==> config.mk <==
export PLATFORM = sky130hd
export DESIGN_NAME = mo_inv
export DESIGN_NICKNAME = d
export VERILOG_FILES = /design/src/rtl/mo_inv_pkg.sv /design/src/rtl/mo_inv_step.sv /design/src/rtl/mo_inv.sv
export SDC_FILE = /design/constraint.sdc
export NUM_CORES = 1
export LEC_CHECK = 0
export CORE_MARGIN = 4
export CORE_UTILIZATION = 40
export CTS_CLUSTER_DIAMETER = 120
export DETAILED_ROUTE_END_ITERATION = 10
export PLACE_DENSITY = 0.68
export SYNTH_ARGS = -nofsm -noshare
export SYNTH_HDL_FRONTEND = slang
export SYNTH_HIERARCHICAL = 1
export SYNTH_SLANG_ARGS = --single-unit
==> constraint.sdc <==
create_clock -name clk -period 4.7 [get_ports clk]
set_clock_uncertainty 0.15 [all_clocks]
set_input_delay 0.47 -clock clk [delete_from_list [all_inputs] [get_ports clk]]
set_output_delay 0.47 -clock clk [all_outputs]
set_load 0.01 [all_outputs]
==> src/rtl/mo_inv_pkg.sv <==
// mo_inv_pkg: shared constants and types for the Montgomery-domain modular inverter
//   DATA_WIDTH : coefficient width
//   Q          : prime modulus (R = 2^MINV_W in the pairing mo_mul)
//   minv_state_e / minv_s : controller states and Kaliski working set {u, v, r, s}
package mo_inv_pkg;
  localparam int DATA_WIDTH = 12;
  localparam logic [DATA_WIDTH-1:0] Q = 12'd3329;
  typedef enum logic [2:0] {MINV_IDLE, MINV_P1, MINV_FIX, MINV_P2, MINV_DONE} minv_state_e;
  typedef struct packed {
    logic [DATA_WIDTH-1:0] u;
    logic [DATA_WIDTH-1:0] v;
    logic [DATA_WIDTH:0]   r;
    logic [DATA_WIDTH:0]   s;
  } minv_s;
endpackage

==> src/rtl/mo_inv_step.sv <==
// mo_inv_step: one combinational iteration of Kaliski's binary almost-inverse
//   st_i : current {u, v, r, s}
//   st_o : state after one iteration (caller only applies it while v != 0)
module mo_inv_step
  import mo_inv_pkg::*;
(
  input  minv_s st_i,
  output minv_s st_o
);
  always_comb begin
    st_o = st_i;
    if (!st_i.u[0]) begin
      st_o.u = st_i.u >> 1;
      st_o.s = st_i.s << 1;
    end else if (!st_i.v[0]) begin
      st_o.v = st_i.v >> 1;
      st_o.r = st_i.r << 1;
    end else if (st_i.u > st_i.v) begin
      st_o.u = (st_i.u - st_i.v) >> 1;
      st_o.r = st_i.r + st_i.s;
      st_o.s = st_i.s << 1;
    end else begin
      st_o.v = (st_i.v - st_i.u) >> 1;
      st_o.s = st_i.s + st_i.r;
      st_o.r = st_i.r << 1;
    end
  end
endmodule

==> src/rtl/mo_inv.sv <==
// mo_inv: iterative Montgomery-domain inverter, result = a^-1 * R^2 mod Q with R = 2^MINV_W
//   clk, rst_n           : clock, asynchronous active-low reset
//   in_valid / in_ready  : operand handshake (ready only while idle)
//   a                    : operand 0..Q (Q aliases 0)
//   out_valid / out_ready: result handshake, result held until accepted
//   result, err          : inverse, and flag for a non-invertible operand
module mo_inv
  import mo_inv_pkg::*;
#(
  parameter int MINV_W = 12
) (
  input  logic                  clk,
  input  logic                  rst_n,
  input  logic                  in_valid,
  output logic                  in_ready,
  input  logic [DATA_WIDTH-1:0] a,
  output logic                  out_valid,
  input  logic                  out_ready,
  output logic [DATA_WIDTH-1:0] result,
  output logic                  err
);
  localparam int KW = $clog2(2*MINV_W+1);
  localparam logic [KW-1:0] K_MAX = KW'(2*MINV_W);
  localparam logic [DATA_WIDTH:0] QX = {1'b0, Q};
  minv_state_e state_q;
  minv_s st_q, st_d;
  logic [KW-1:0] cnt_q;
  logic zero_q;
  logic [DATA_WIDTH:0] r_red, r_fix, r_dbl, r_dbl_d;
  mo_inv_step u_step (.st_i(st_q), .st_o(st_d));
  // phase 1 leaves r = -a^-1 * 2^k (mod Q) in [0, 2Q); FIX negates and reduces it
  assign r_red   = (st_q.r >= QX) ? st_q.r - QX : st_q.r;
  assign r_fix   = zero_q ? '0 : QX - r_red;
  assign r_dbl   = {st_q.r[DATA_WIDTH-1:0], 1'b0};
  assign r_dbl_d = (r_dbl >= QX) ? r_dbl - QX : r_dbl;
  assign in_ready = (state_q == MINV_IDLE);
  // cnt_q counts k during phase 1, then is reloaded with 2*MINV_W-k doublings for phase 2
  always_ff @(posedge clk or negedge rst_n) begin
    if (!rst_n) begin
      state_q   <= MINV_IDLE;
      st_q      <= '0;
      cnt_q     <= '0;
      zero_q    <= 1'b0;
      out_valid <= 1'b0;
      result    <= '0;
      err       <= 1'b0;
    end else begin
      case (state_q)
        MINV_IDLE: if (in_valid) begin
          st_q.u  <= Q;
          st_q.v  <= (a == Q) ? '0 : a;
          st_q.r  <= '0;
          st_q.s  <= (DATA_WIDTH+1)'(1);
          cnt_q   <= '0;
          zero_q  <= (a == Q) || (a == '0);
          state_q <= MINV_P1;
        end
        MINV_P1: if (st_q.v != '0) begin
          st_q  <= st_d;
          cnt_q <= cnt_q + KW'(1);
        end else begin
          state_q <= MINV_FIX;
        end
        MINV_FIX: begin
          st_q.r  <= r_fix;
          cnt_q   <= K_MAX - cnt_q;
          state_q <= MINV_P2;
        end
        MINV_P2: if (cnt_q != '0) begin
          st_q.r <= r_dbl_d;
          cnt_q  <= cnt_q - KW'(1);
        end else begin
          result    <= st_q.r[DATA_WIDTH-1:0];
          err       <= zero_q;
          out_valid <= 1'b1;
          state_q   <= MINV_DONE;
        end
        MINV_DONE: if (out_ready) begin
          out_valid <= 1'b0;
          state_q   <= MINV_IDLE;
        end
        default: state_q <= MINV_IDLE;
      endcase
    end
  end
  k_bound: assert property (@(posedge clk) disable iff (!rst_n) cnt_q <= K_MAX);
endmodule

==> reports/summary.txt, run 1 <==
CTS root buffer -> clkbuf_16
Commonest non-fill, non-tap cell in the layout -> nand2_1
Final hold violations -> 0
GRT Util Overall -> 21.0%
Flops & latches, synth -> 73
Syn Inst Count -> 953
Total core area -> 18100 um2
Critical Path Start Type -> register
Nets -> 1008
Share of flip-flops with an asynchronous set or reset -> 100%
CTS tree -> yes
Syn avg cell area -> 7.78 um2
Num ports -> 31
Full die area -> 20800 um2
Fraction of layout cells with a size suffix above 1 -> 9.57%
RePlAce Congestion -> 0.914
Post-synthesis cell area -> 7420 um2
FF-to-FF Start -> r_dbl[2]$_DFFE_PN0P_
Num rows -> 49
Port Buffers -> 30
Die W -> 144 um
Unrepaired setup endpoints after global routing -> false
Via count -> 7123
R2R depth -> 12
YS warnings -> 6
Worst-Skew Late Latency -> 0.36 ns
Clock-pin slew on the worst setup and hold paths -> 0.06 ns
# DRC -> 0
Final min period -> 4.02 ns
Die Y-Extent -> 144 um
Max-cap violations -> 0
Post-synth top flop -> dfrtp_1
TritonCTS buffer count -> 9
H-tree levels -> 3
Most frequent cells in the layout -> nand2_1, o21ai_0, dfrtp_1, a21oi_1, nor2_1
Net Count, Synth -> 1015
Via density -> 6.04
Post-synthesis sequential area ratio -> 24.6%
DR iter-0 viols -> 598
Netlist cell types -> 91
Crit. End Element -> register
Critical path endpoint -> r_dbl[10]$_DFFE_PN0P_
Setup crit start -> r_dbl[2]$_DFFE_PN0P_
Post-synth EDFFs -> 0
N_diodes -> 0
Detail Route Antenna Nets -> 0
Per-cell routed wire length -> 17.7 um
R2R Setup Slk -> 0.68 ns
FMAX -> 249 MHz
Setup Buffers After CTS -> 0
R2r endpoint -> r_dbl[10]$_DFFE_PN0P_
Worst hold margin -> 0.348 ns
Worst-Margin Slew -> 1.02 ns
Final period util -> 85.6%
Critical Path Fanout Max -> 13
Setup TNS -> 0 ns
Routed WL -> 20900 um
First drt pass iteration count -> 7
Grt ovf -> 0
Crit path kind -> reg2reg
# setup viols final -> 0
Area growth, synth to finish -> 9.24%
Vias in the first global route -> 6809
CTS sink count -> 73
Global-route wire length before repair -> 35600 um
Initial antenna violation count -> 0
Arrival @ worst endpoint -> 4.14 ns
Critical Path RT -> 4.81 ns
Pins Over Slew Limit -> 0
Status -> complete, no violations
Clock Tree Buf Depth -> 2
Largest net degree at the start of global routing -> 75
Max_slew headroom -> 31.7%
HPWL Detailed -> 14800 um
Hold/Removal Path Class -> reg2reg
Initial Utilization -> 41.0%
-- how the worst min path moves through the flow --
| stage | from | endpoint | slack (ns) | cells past startpoint |
|---|---|---|---|---|
| after floorplan | rst_n | cnt_q[0]$_DFFE_PN0P_ | 0.02 | 0 |
| after global placement | rst_n | result[10]$_DFFE_PN0P_ | 0.29 | 1 |
| after detailed placement | rst_n | result[10]$_DFFE_PN0P_ | 0.29 | 1 |
| after CTS | result[0]$_DFFE_PN0P_ | result[0]$_DFFE_PN0P_ | 0.35 | 2 |
| after global routing | result[9]$_DFFE_PN0P_ | result[9]$_DFFE_PN0P_ | 0.39 | 2 |
| final | result[1]$_DFFE_PN0P_ | result[1]$_DFFE_PN0P_ | 0.35 | 2 |
-- flip-flops by register name, indices dropped and copies added, names as in the netlist --
register,cells
cnt_q,5
r_dbl,12
err,1
out_valid,1
zero_q,1
state_q,3
st_q,38
result,12
-- metal layers --
| layer | track usage, % | routed length [um] | up-vias |
|---|---|---|---|
| met5 | 0 | 0 | - |
| met2 | 32.9 | 9420 | 241 |
| met4 | 6.23 | 369 | 0 |
| li1 | - | - | 3470 |
| met1 | 30.0 | 9870 | 3378 |
| met3 | 3.37 | 1240 | 34 |
-- stage by stage --
| step | instances | util, % | worst slack (ns) | cell area (um2) |
|---|---|---|---|---|
| 2_1_floorplan | 953 | - | 1.06 | 7420 |
| 3_3_place_gp | 1163 | 43.0 | 0.897 | 7780 |
| 3_5_place_dp | 1163 | 43.0 | 0.781 | 7780 |
| 4_1_cts | 1180 | 44.8 | 0.742 | 8100 |
| 5_1_grt | 1180 | 44.8 | 0.292 | 8100 |
| 6_report | 1180 | 44.8 | 0.677 | 8100 |
-- what timing repair did --
| action | 4_1_cts | 5_1_grt |
|---|---|---|
| endpoints found under the hold margin | 29 | 0 |
| resized for setup | 0 | 0 |
| hold buffers | 1 | 0 |
-- critical path, stage by stage, from the launching register on --
cell,delay [ns]
dfrtp_1,0.53
inv_1,0.16
ha_1,0.17
nor4b_1,0.61
nor4_4,0.14
o21ai_1,0.77
nand2_1,0.11
o21ai_0,0.14
ha_1,0.26
o2111a_1,0.30
nand2_1,0.09
mux2_1,0.31
a211oi_1,0.20
-- logic make-up (layout without fill, tap and decap cells) --
group	Yosys count	in the layout	share of synthesized area, %
buf+inv	116	114	7.83
compound gates	340	340	30.2
fa+ha+maj	46	46	8.16
mux	29	29	4.08
xor+xnor	41	41	4.94
flops	73	73	24.6
simple gates	308	308	20.2
-- synth_stat cells, types with 9 or more instances --
library cell	count	share of area, %
nand3_1	19	1.3
ha_1	42	7.1
nor2_1	67	3.4
o22ai_1	20	1.7
a21oi_1	70	4.7
a21o_1	12	1.2
nor3_1	22	1.5
clkbuf_1	37	1.9
o211ai_1	10	1.0
o21a_1	9	0.91
mux2i_1	19	2.6
o21ai_1	18	1.2
xnor2_1	24	2.8
dfrtp_1	73	25
mux2_2	9	1.4
xor2_1	16	1.9
a31oi_1	16	1.3
inv_1	46	2.3
o21ai_0	89	6.0
nand2b_1	10	0.84
a22oi_1	15	1.5
o31ai_1	10	1.0
nand2_1	123	6.2
-- cell type report --
cell class	count	area (um2)
inverters	49	184
multi-input cells	764	5040
clock inverters	7	83.8
fillers	1768	9980
well taps	229	287
flip-flops and latches	73	1830
clock buffers	9	225
repair buffers	49	455
Power of run 1 is left out: the tool's default activity adds up to more than one toggle a clock period on the data nets, which glitch-free logic cannot reach.
==> inputs of run 2 (changes only) <==
--- a/config.mk
+++ b/config.mk
@@ -10,6 +10,7 @@
 export CTS_CLUSTER_DIAMETER = 120
 export DETAILED_ROUTE_END_ITERATION = 10
 export PLACE_DENSITY = 0.68
+export RECOVER_POWER = 50
 export SYNTH_ARGS = -nofsm -noshare
 export SYNTH_HDL_FRONTEND = slang
 export SYNTH_HIERARCHICAL = 1
==> run 2 against run 1 <==
The run now ends with capacitance limit, slew limit left. Sequential cell count unchanged. Wire length grew 0.33%. Via count up 0.35%. First-iteration DRC count is 1.0% higher. Highest routed layer unchanged.
==> reports/summary.txt, run 2 (same netlist as run 1, synthesis figures left out) <==
Worst path max stage delay -> 0.76 ns (about the same)
Arrival @ worst endpoint -> 4.12 ns (-0.02 ns)
Critical Path RT -> 4.81 ns (about the same)
DR iter-0 viols -> 604 (+1.0%)
Initial Utilization -> 41.0% (unchanged)
Status -> complete, but fails checks
N_diodes -> 0 (unchanged)
Cts repair resizes -> 0 (unchanged)
Via density -> 6.06 (+0.35%)
Worst-Skew Late Latency -> 0.36 ns (about the same)
Die Y-Extent -> 144 um (unchanged)
GRT Util Overall -> 21.0% (unchanged)
H-tree levels -> 3 (unchanged)
Via count -> 7148 (+0.35%)
FMAX -> 250 MHz (+0.49%)
Num ports -> 31 (unchanged)
Initial antenna violation count -> 0 (unchanged)
Hold/Removal Path Class -> reg2reg
HPWL Detailed -> 14800 um (unchanged)
# setup viols final -> 0 (unchanged)
CTS sink count -> 73 (unchanged)
Max-cap violations -> 1 (+1)
Final period util -> 85.2% (-0.41 points)
Detail Route Antenna Nets -> 0 (unchanged)
# DRC -> 0 (unchanged)
Die W -> 144 um (unchanged)
RePlAce Congestion -> 0.914 (unchanged)
Port Buffers -> 30 (unchanged)
Global-route wire length before repair -> 35600 um (unchanged)
Grt ovf -> 0 (unchanged)
Max_slew headroom -> -20.9% (-53 points)
Unrepaired setup endpoints after global routing -> false
Final hold violations -> 0 (unchanged)
Full die area -> 20800 um2 (unchanged)
Max FFs per register -> 38 (unchanged)
CP max-delay cell -> o21ai_1
Crit. End Element -> register
Total core area -> 18100 um2 (unchanged)
Fraction of layout cells with a size suffix above 1 -> 9.46% (-0.11 points)
First drt pass iteration count -> 6 (-1)
Critical Path Fanout Max -> 13 (unchanged)
Pins Over Slew Limit -> 31 (+31)
TritonCTS buffer count -> 9 (unchanged)
Vias in the first global route -> 6809 (unchanged)
Final min period -> 4.00 ns (-0.0195 ns)
Most frequent cells in the layout -> nand2_1, o21ai_0, dfrtp_1, a21oi_1, nor2_1
Commonest non-fill, non-tap cell in the layout -> nand2_1
Setup TNS -> 0 ns (unchanged)
Crit path kind -> reg2reg
CP cell instances -> inv_1, ha_1, nor4b_1, nor4_4, o21ai_1, nand2_1, o21ai_0, ha_1, o2111a_1, nand2_1, mux2_1, a211oi_1
Num rows -> 49 (unchanged)
CTS root buffer -> clkbuf_16
CTS tree -> yes
Clock-pin slew on the worst setup and hold paths -> 0.06 ns (about the same)
Nets -> 1008 (unchanged)
Per-cell routed wire length -> 17.8 um (+0.33%)
Biggest register -> st_q
Worst-Margin Slew -> 1.81 ns (+0.794 ns)
Failing checks -> capacitance limit, slew limit
Largest net degree at the start of global routing -> 75 (unchanged)
Clock Tree Buf Depth -> 2 (unchanged)
Area growth, synth to finish -> 9.16% (about the same)
Routed WL -> 21000 um (+0.33%)
Critical Path Start Type -> register
==> run 2: path summary, 6_finish.rpt <==
kind | start | end | slack (ns) | cells after the start
min in group asynchronous | rst_n | result[10]$_DFFE_PN0P_ | 0.98 | 2
max in group asynchronous | rst_n | st_q[38]$_DFFE_PN0P_ | 1.43 | 3
setup reg to reg | r_dbl[2]$_DFFE_PN0P_ | r_dbl[10]$_DFFE_PN0P_ | 0.70 | 12
hold / removal | result[1]$_DFFE_PN0P_ | result[1]$_DFFE_PN0P_ | 0.34 | 2
setup / recovery | r_dbl[2]$_DFFE_PN0P_ | r_dbl[10]$_DFFE_PN0P_ | 0.70 | 12
hold reg to reg | result[1]$_DFFE_PN0P_ | result[1]$_DFFE_PN0P_ | 0.34 | 2
==> run 2: layer usage <==
metal	share of wire, %	vias to the layer above	global-route usage, %
met5	0	-	0
met4	1.9	0	6.23
met3	5.8	39	3.37
met2	45	248	32.9
met1	47	3398	30.0
li1	-	3463	-
==> run 2: layout make-up <==
| cell class | instances | area [um2] |
|---|---|---|
| Multi-Input combinational cell | 764 | 5040 |
| Sequential cell | 73 | 1830 |
| Clock buffer | 9 | 225 |
| Inverter | 49 | 184 |
| Tap cell | 229 | 287 |
| Timing Repair Buffer | 49 | 449 |
| Fill cell | 1770 | 9990 |
| Clock inverter | 7 | 83.8 |
==> run 2: critical path: cells and delay by family, from the launching register on <==
| kind | cells | cell delay (ns) |
|---|---|---|
| AO/OA/AOI/OAI | 4 | 1.39 |
| adder cells (fa/ha/maj) | 2 | 0.43 |
| buffers and inverters | 1 | 0.16 |
| AND/OR/NAND/NOR | 4 | 0.95 |
| multiplexers | 1 | 0.31 |
| flip-flops | 1 | 0.53 |
==> run 2: repair_timing <==
item / in CTS / in global routing
hold endpoints to repair: 29 / 0
hold buffers: 1 / 0
buffers inserted: 0 / 0
==> run 2: metrics by stage <==
step	std cells	setup WS (ns)	cell area, um2	hold WS (ns)	util [%]
CTS	1180	0.742	8100	0.347	44.8
detailed placement	1163	0.781	7780	0.290	43.0
global placement	1163	0.897	7780	0.287	43.0
finish	1180	0.697	8100	0.341	44.8
global route	1180	0.292	8100	0.381	44.8
floorplan	953	1.06	7420	0.0244	-
Power of run 2 is left out for the same reason.
==> inputs of run 3 (changes only) <==
--- a/config.mk
+++ b/config.mk
@@ -5,11 +5,13 @@
 export SDC_FILE = /design/constraint.sdc
 export NUM_CORES = 1
 export LEC_CHECK = 0
+export ABC_CLOCK_PERIOD_IN_PS = 4700
+export CAP_MARGIN = 20
 export CORE_MARGIN = 4
-export CORE_UTILIZATION = 40
+export CORE_UTILIZATION = 39
 export CTS_CLUSTER_DIAMETER = 120
 export DETAILED_ROUTE_END_ITERATION = 10
-export PLACE_DENSITY = 0.68
+export PLACE_DENSITY = 0.67
 export RECOVER_POWER = 50
 export SYNTH_ARGS = -nofsm -noshare
 export SYNTH_HDL_FRONTEND = slang
==> run 3 against run 2 <==
The run still ends with capacitance limit, slew limit left. Final area barely moved. Maximum frequency fell by 0.37%. Sequential share of layout area barely moved. Count of clock-buffer cells in the layout did not move. Wire length fell by 1.2%. Core utilization fell by 1.5 points. Global-route usage fell by 1.6 points. First-iteration DRC count rose by 7.6%. Setup slack got worse by 0.015 ns. Non-clock buffer count fell by 1. Hold slack got worse by 0.0073 ns. Via count fell by 2.2%. Critical path type unchanged. Critical endpoint unchanged. Largest cell class unchanged.
==> reports/summary.txt, run 3 (same netlist as run 1, synthesis figures left out) <==
# setup viols final -> 0 (unchanged)
Num rows -> 50 (+2.0%)
Biggest register -> st_q
Most frequent cells in the layout -> nand2_1, o21ai_0, dfrtp_1, a21oi_1, nor2_1
R2R Setup Slk -> 0.68 ns (about the same)
Fraction of layout cells with a size suffix above 1 -> 9.37% (-0.095 points)
CTS root buffer -> clkbuf_16
Global-route wire length before repair -> 34600 um (-2.7%)
CP max-delay cell -> o21ai_1
Via count -> 6988 (-2.2%)
Worst path max stage delay -> 0.75 ns (about the same)
Grt ovf -> 0 (unchanged)
Die Y-Extent -> 146 um (+1.2%)
RePlAce Congestion -> 0.931 (+1.8%)
R2R depth -> 12 (unchanged)
Routed WL -> 20700 um (-1.2%)
Failing checks -> capacitance limit, slew limit
Clock Tree Buf Depth -> 2 (unchanged)
FF-to-FF Start -> r_dbl[2]$_DFFE_PN0P_
Detail Route Antenna Nets -> 0 (unchanged)
CTS tree -> yes
Unrepaired setup endpoints after global routing -> false
Crit path kind -> reg2reg
Hold Crit Start -> result[9]$_DFFE_PN0P_
Hold Crit Endpoint -> result[9]$_DFFE_PN0P_
Hold Path Stages -> 2 (unchanged)
H-tree levels -> 3 (unchanged)
Hold/Removal Path Class -> reg2reg
N_diodes -> 0 (unchanged)
R2r endpoint -> r_dbl[10]$_DFFE_PN0P_
Setup Buffers After CTS -> 0 (unchanged)
TritonCTS buffer count -> 9 (unchanged)
Num ports -> 31 (unchanged)
Port Buffers -> 30 (unchanged)
Via density -> 5.90 (-2.6%)
Worst-Margin Slew -> 1.89 ns (+0.0742 ns)
DR iter-0 viols -> 650 (+7.6%)
Initial antenna violation count -> 0 (unchanged)
Setup TNS -> 0 ns (unchanged)
Final period util -> 85.5% (+0.32 points)
Vias in the first global route -> 6515 (-4.3%)
Pins Over Slew Limit -> 34 (+9.7%)
Crit. End Element -> register
Max_slew headroom -> -25.9% (-4.9 points)
GRT Util Overall -> 19.4% (-1.6 points)
Initial Utilization -> 39.7% (-1.4 points)
First drt pass iteration count -> 6 (unchanged)
Per-cell routed wire length -> 17.5 um (-1.5%)
HPWL Detailed -> 14800 um (about the same)
# DRC -> 0 (unchanged)
CP cell instances -> inv_1, ha_1, nor4b_1, nor4_4, o21ai_1, nand2_1, o21ai_0, ha_1, o2111a_1, nand2_1, mux2_1, a211oi_1
FMAX -> 249 MHz (-0.37%)
Area growth, synth to finish -> 9.19% (about the same)
Critical Path Start Type -> register
Critical Path Fanout Max -> 13 (unchanged)
Arrival @ worst endpoint -> 4.12 ns (about the same)
Clock-pin slew on the worst setup and hold paths -> 0.07 ns (about the same)
Die W -> 146 um (+1.2%)
Worst-Skew Late Latency -> 0.35 ns (about the same)
Commonest non-fill, non-tap cell in the layout -> nand2_1
Status -> complete, but fails checks
Critical Path RT -> 4.81 ns (about the same)
Full die area -> 21300 um2 (+2.4%)
Final hold violations -> 0 (unchanged)
Max FFs per register -> 38 (unchanged)
Largest net degree at the start of global routing -> 57 (-24%)
Final min period -> 4.02 ns (+0.0148 ns)
Max-cap violations -> 1 (unchanged)
Total core area -> 18700 um2 (+3.4%)
Nets -> 1007 (-0.099%)
CTS sink count -> 73 (unchanged)
[run 3: cell types whose count changed in the layout (fill, tap and decap cells not counted), sizes merged]
cell / before / now
buf: 17 / 16
dlygate4sd3: 8 / 7
inv: 53 / 52
clkinvlp: 1 / 2
clkdlybuf4s50: 22 / 23
[run 3: through the flow]
stage	cells	worst slack (ns)	utilization [%]	area (um2)	hold slack, ns
floorplan	953	1.06	-	7420	0.0244
CTS	1184	0.759	43.3	8110	0.347
global route	1184	0.416	43.3	8100	0.379
global placement	1167	0.889	41.6	7780	0.302
finish	1184	0.682	43.3	8100	0.334
detailed placement	1167	0.780	41.6	7780	0.300
[run 3: worst max-delay path by stage]
stage | start | end | slack, ns | cells past startpoint
after global routing | r_dbl[2]$_DFFE_PN0P_ | r_dbl[10]$_DFFE_PN0P_ | 0.42 | 12
after CTS | r_dbl[2]$_DFFE_PN0P_ | r_dbl[10]$_DFFE_PN0P_ | 0.76 | 12
after detailed placement | r_dbl[2]$_DFFE_PN0P_ | r_dbl[10]$_DFFE_PN0P_ | 0.78 | 12
final | r_dbl[2]$_DFFE_PN0P_ | r_dbl[10]$_DFFE_PN0P_ | 0.68 | 12
after floorplan | st_q[38]$_DFFE_PN0P_ | r_dbl[10]$_DFFE_PN0P_ | 1.06 | 16
after global placement | r_dbl[2]$_DFFE_PN0P_ | r_dbl[10]$_DFFE_PN0P_ | 0.89 | 12
[run 3: layout make-up]
cell class              count  area (um2)
inverters                  49         184
clock inverters             7        87.6
multi-input cells         764        5040
fillers                  1818       10600
clock buffers               9         225
flip-flops and latches     73        1830
well taps                 234         293
repair buffers             48         442
[run 3: worst max-delay path, delay by kind of cell (launching register included)]
kind,cells,cell delay [ns]
AOI/OAI and AO/OA,4,1.41
adders and majority gates,2,0.42
buffers and inverters,1,0.16
DFF,1,0.53
muxes,1,0.32
and+or+nand+nor,4,0.93
[run 3: timing repair]
item / 4_1_cts / 5_1_grt
hold buffers: 1 / 0
gates resized for setup: 0 / 0
hold endpoints to repair: 32 / 0
setup endpoints to repair: 0 / 0
[run 3: metal layers]
metal | vias to the layer above | share of wire [%] | wire length [um] | GRT usage (%)
met5 | - | 0 | 0 | 0
met4 | 0 | 1.9 | 394 | 5.84
met3 | 26 | 5.4 | 1110 | 2.49
met2 | 217 | 45 | 9370 | 30.4
met1 | 3285 | 47 | 9830 | 28.0
li1 | 3460 | - | - | -
Power of run 3 is left out for the same reason.
